File: config.mk
export PLATFORM = sky130hd
export DESIGN_NAME = sw_debounce
export DESIGN_NICKNAME = d
export VERILOG_FILES = /design/src/rtl/sw_debounce.sv
export SDC_FILE = /design/constraint.sdc
export NUM_CORES = 1
export LEC_CHECK = 0
export BUFFER_PORTS_ARGS = -buffer_cell sky130_fd_sc_hd__buf_2
export CAP_MARGIN = 25
export CORE_MARGIN = 10
export CORE_UTILIZATION = 60
export DETAILED_ROUTE_END_ITERATION = 6
export PLACE_DENSITY_LB_ADDON = 0.3
export SYNTH_ARGS = -nofsm -noshare
export SYNTH_HDL_FRONTEND = slang
export SYNTH_SLANG_ARGS = --single-unit
File: constraint.sdc
create_clock -name i_clk -period 13.1 [get_ports i_clk]
set_input_delay 1.31 -clock i_clk [delete_from_list [all_inputs] [get_ports i_clk]]
set_output_delay 1.31 -clock i_clk [all_outputs]
set_load 0.02 [all_outputs]
File: src/rtl/sw_debounce.sv
// Per-bit synchronizer plus debouncer for raw board switches; emits a clean bus and change strobes.
// Define SW_DEBOUNCE_EDGE_EN to add the o_rise/o_fall edge strobe outputs.
module sw_debounce #(
  parameter int unsigned NSW             = 9,
  parameter int          SYNC_STAGES     = 2,
  parameter int          DEBOUNCE_CYCLES = 100000,
  parameter int          CW              = 17
) (
  input  logic           i_clk,
  input  logic           i_reset,
  input  logic [NSW-1:0] i_sw,
  output logic [NSW-1:0] o_sw,
  output logic [NSW-1:0] o_changed
`ifdef SW_DEBOUNCE_EDGE_EN
  ,
  output logic [NSW-1:0] o_rise,
  output logic [NSW-1:0] o_fall
`endif
);

  // Elaboration-time legality checks
  if (DEBOUNCE_CYCLES < 1) begin : gen_bad_cycles
    $error("sw_debounce: DEBOUNCE_CYCLES must be 1 or more");
  end
  if (SYNC_STAGES < 2) begin : gen_bad_sync
    $error("sw_debounce: SYNC_STAGES must be 2 or more");
  end
  if (CW < 1 || (CW < 63 && DEBOUNCE_CYCLES > 1 &&
                 longint'(DEBOUNCE_CYCLES - 1) >= (longint'(1) << CW))) begin : gen_bad_cw
    $error("sw_debounce: CW too narrow for DEBOUNCE_CYCLES-1");
  end

  localparam logic [CW-1:0] CntMax = CW'(DEBOUNCE_CYCLES - 1);

  typedef enum logic [0:0] {
    StStable,
    StCounting
  } state_e;

  logic [NSW-1:0] sync_q [SYNC_STAGES];
  logic [NSW-1:0] s;

  state_e         state_q [NSW];
  logic [CW-1:0]  cnt_q   [NSW];
  logic [NSW-1:0] sw_q;
  logic [NSW-1:0] changed_q;
  logic [NSW-1:0] rise_q;
  logic [NSW-1:0] fall_q;

  always_ff @(posedge i_clk or posedge i_reset) begin
    if (i_reset) begin
      for (int i = 0; i < SYNC_STAGES; i++) begin
        sync_q[i] <= '0;
      end
    end else begin
      sync_q[0] <= i_sw;
      for (int i = 1; i < SYNC_STAGES; i++) begin
        sync_q[i] <= sync_q[i-1];
      end
    end
  end

  assign s = sync_q[SYNC_STAGES-1];

  // One FSM + counter per bit; bits never interact.
  always_ff @(posedge i_clk or posedge i_reset) begin
    if (i_reset) begin
      for (int k = 0; k < int'(NSW); k++) begin
        state_q[k] <= StStable;
        cnt_q[k]   <= '0;
      end
      sw_q      <= '0;
      changed_q <= '0;
      rise_q    <= '0;
      fall_q    <= '0;
    end else begin
      for (int k = 0; k < int'(NSW); k++) begin
        changed_q[k] <= 1'b0;
        rise_q[k]    <= 1'b0;
        fall_q[k]    <= 1'b0;
        case (state_q[k])
          StStable: begin
            if (s[k] != sw_q[k]) begin
              if (DEBOUNCE_CYCLES == 1) begin
                sw_q[k]      <= s[k];
                changed_q[k] <= 1'b1;
                rise_q[k]    <= s[k];
                fall_q[k]    <= ~s[k];
                cnt_q[k]     <= '0;
              end else begin
                cnt_q[k]   <= CW'(1);
                state_q[k] <= StCounting;
              end
            end
          end
          StCounting: begin
            if (s[k] == sw_q[k]) begin
              // Glitch rejected: restart from a clean count, no strobe.
              cnt_q[k]   <= '0;
              state_q[k] <= StStable;
            end else if (cnt_q[k] == CntMax) begin
              sw_q[k]      <= s[k];
              changed_q[k] <= 1'b1;
              rise_q[k]    <= s[k];
              fall_q[k]    <= ~s[k];
              cnt_q[k]     <= '0;
              state_q[k]   <= StStable;
            end else begin
              cnt_q[k] <= cnt_q[k] + CW'(1);
            end
          end
          default: begin
            cnt_q[k]   <= '0;
            state_q[k] <= StStable;
          end
        endcase
      end
    end
  end

  assign o_sw      = sw_q;
  assign o_changed = changed_q;

`ifdef SW_DEBOUNCE_EDGE_EN
  assign o_rise = rise_q;
  assign o_fall = fall_q;
`else
  logic unused_edge;
  assign unused_edge = ^{rise_q, fall_q};
`endif

endmodule

==> flow_metrics.env <==
export IMPL_status="finished clean"
export IMPL_grt_overflow=0
export IMPL_clock_sinks=198
export IMPL_die_area_sq_mm=0.0224
export IMPL_antenna_left=0
export IMPL_syn_inst=1073
export IMPL_grtUsageMet1_pct=25.3
export IMPL_cts_buffers=17
export IMPL_holdCritStartpoint="sync_q[14]"
export IMPL_antenna_cells=0
export IMPL_clk_path_buf_depth=2
export IMPL_p_leak_nw=4.57
export IMPL_route_detailed_wl_per_inst_um=15.6
export IMPL_yosys_warnings=0
export IMPL_first_iter_violations=493
export IMPL_worstSetupEndpointType="flip-flop"
export IMPL_post_cts_setup_buffers=0
export IMPL_crit_path_start_kind="flip-flop"
export IMPL_grt_total_usage_pct=18.8
export IMPL_async_flop_share_pct=100
export IMPL_num_rows=47
export IMPL_hold_class="reg -> reg"
export IMPL_synthFlopType="dfrtp_1"
export IMPL_cts_tree="built"
export IMPL_worstHoldPathCells=0
export IMPL_critical_path_arrival_ps=3070
export IMPL_syn_area_sq_mm=0.0101
export IMPL_grt_pass1_wl_um=36000
export IMPL_num_vias=8238
export IMPL_clk_pin_slew_ps=70
export IMPL_cp_required_ps=13400
export IMPL_max_cap_violations=0
export IMPL_syn_num_nets=1093
export IMPL_top_usage_layer="met2"
export IMPL_hold_end="s[5]"
export IMPL_yosysUniqueCellTypes=64
export IMPL_root_buffer="clkbuf_16"
export IMPL_min_period_ps=2770
export IMPL_clkLatencyLatePin_ps=430
export IMPL_hold_viol=0
export IMPL_first_global_vias=7646
export IMPL_fin_crit_sh_pct=21.1
export IMPL_ys_ff_latch=198
export IMPL_p_per_area_mw_per_mm2=119
export IMPL_use_met2_pct=30.4
export IMPL_htreeDepth=4
export IMPL_path_class="reg -> reg"
export IMPL_antenna_found_initial=0
export IMPL_grt_max_degree=134
export IMPL_critPathMaxFanout=19
export IMPL_vias_per_cell=6.26
export IMPL_cts_resized=0
export IMPL_io_buffers=28
export IMPL_die_x_um=150
export IMPL_fin_nets=1102
export IMPL_worstReg2RegStart="cnt_q[0]"
export IMPL_syn_avg_cell_area_sq_um=9.42
export IMPL_rsz0062_at_grt="false"
export IMPL_gr_usage_met3_pct=4.14
export IMPL_worst_slew_pin_slew_ps=1030
export IMPL_drive_above_1_share_pct=9.86
export IMPL_max_slew_margin_rel_pct=31.0
export IMPL_hold_slack_ps=350
export IMPL_ir_drop_mv=0.123
export IMPL_setup_viol=0
export IMPL_fmax_mhz=361
export IMPL_drv_slew=0
export IMPL_wl_um=20600
export IMPL_gp_congestion=0.856
export IMPL_core_sq_mm=0.0165
export IMPL_holdBufCountCts=0
export IMPL_die_y_um=150
export IMPL_drt_drc_violations_left=0
export IMPL_reg2regPathDepth=7
export IMPL_timing_setup_tns_ps=0
export IMPL_seq_area_frac_synth_pct=49.0
export IMPL_initial_core_util_pct=61.1
export IMPL_synth_edff_count=0
export IMPL_r2r_end="cnt_q[11]"
export IMPL_num_io_pins=29
export IMPL_rrSetupSlack_ps=10330
export IMPL_final_setup_skew_ps=8.19
export IMPL_dp_final_hpwl_um=13300
export IMPL_syn2layout_area_growth_pct=8.62
export IMPL_firstDrtPassIters=6
-- cells in the mapped netlist (8+ instances only) --
master / instances / area [sq um]
a21o_1: 11 / 82.6
a21oi_1: 69 / 345
a22o_1: 19 / 166
a31oi_1: 84 / 526
a41oi_1: 11 / 96.3
and2_1: 9 / 56.3
and3_1: 18 / 113
and4_1: 10 / 87.6
clkbuf_1: 31 / 116
dfrtp_1: 198 / 4950
ha_1: 9 / 113
inv_1: 21 / 78.8
mux2_2: 9 / 101
mux2i_1: 8 / 80.1
nand2_1: 108 / 405
nand3_1: 76 / 380
nand4_1: 40 / 250
nor2_1: 72 / 270
nor3_1: 25 / 125
nor4_1: 16 / 100
o21a_1: 8 / 60.1
o21ai_0: 65 / 325
or2_2: 11 / 68.8
or3_1: 28 / 175
xor2_1: 17 / 149
-- layout make-up --
class | instances | area (sq um)
tap | 220 | 275
multi-input combinational | 809 | 4860
clock buffer | 19 | 453
fill | 1298 | 5550
inverter | 21 | 86.3
sequential | 198 | 4950
clock inverter | 13 | 146
timing repair buffer | 35 | 196
-- per-layer routing --
metal  up-vias  part of all wire, %
li1       4066                    -
met1      4000                   47
met2       160                   49
met3        12                  3.8
met4         0                 0.76
met5         -                    0
-- placed cells by master (no fill, tap or decap), types with 4 or more instances in the layout --
cell type  count
clkinv_4       4
a22o_1        19
a31oi_1       84
mux2i_1        8
nand4b_1       7
and4_1        10
o31ai_1        7
o21ai_0       65
a41oi_1       11
nor4b_1        5
dfrtp_1      198
ha_1           9
mux2_2         9
xnor2_1        7
nand3_1       76
buf_4          6
xor2_1        17
nor4_1        16
or2_2         11
a21o_1        11
buf_2         28
nor4_4         4
and3_1        18
clkbuf_16     17
nor3_1        25
inv_1         20
nand4_1       40
nor2_1        72
nand2_1      108
or4b_2         5
and2_1         9
or3_2          4
or3_1         28
o21a_1         8
nand2b_1       7
or4_1          4
a21oi_1       69
-- registers in the layout, indices dropped and copies added (netlist names) --
signal / flops
cnt_q: 153
o_changed: 9
o_sw: 9
s: 9
state_q: 9
sync_q: 9
-- worst max-delay path: stages (launching register included) --
cell and delay (ps):
dfrtp_1 390, ha_1 220, nand4_1 330, nor4_2 940, nor2_1 240, buf_4 280
a31oi_1 180, a31oi_1 60
-- kinds of logic (layout without fill, tap and decap cells) --
| logic type | count (synthesis) | in the layout | synth area share (%) |
|---|---|---|---|
| DFF | 198 | 198 | 49.0 |
| muxes | 17 | 17 | 1.80 |
| and+or+nand+nor | 472 | 472 | 25.7 |
| buffers and inverters | 66 | 88 | 2.84 |
| xor gates and xnor gates | 24 | 24 | 2.08 |
| adders and majority gates | 9 | 9 | 1.11 |
| AOI/OAI and AO/OA | 287 | 287 | 17.4 |
-- per-stage QoR --
stage / instance area [sq um] / utilization, % / setup WS [ps] / total power [W] / cells
finish: 11000 / 66.4 / 10330 / 0.00131 / 1315
global route: 11000 / 66.4 / 10090 / 0.00136 / 1315
CTS: 11000 / 66.4 / 10400 / 0.00132 / 1314
detailed placement: 10400 / 62.7 / 10100 / 0.000788 / 1282
global placement: 10300 / 62.6 / 10110 / 0.000783 / 1280
floorplan: 10100 / - / 6390 / 0.000760 / 1073
-- power breakdown --
part | internal, W | switching, W
logic | 0.0000361 | 0.0000582
registers | 0.000642 | 0.0000399
clock network | 0.000294 | 0.000237
total | 0.000972 | 0.000335
-- worst max path at each step --
| stage | cells after the start | slack, ps | startpoint | end |
|---|---|---|---|---|
| finish | 7 | 10330 | cnt_q[0] | cnt_q[11] |
| detailed placement | 3 | 10100 | i_reset | cnt_q[146] |
| floorplan | 1 | 6390 | i_reset | cnt_q[0] |
| global route | 7 | 10090 | cnt_q[0] | cnt_q[11] |
| global placement | 3 | 10110 | i_reset | cnt_q[146] |
| CTS | 7 | 10400 | cnt_q[0] | cnt_q[11] |
Note: power is estimated with default switching activity, not from simulation.
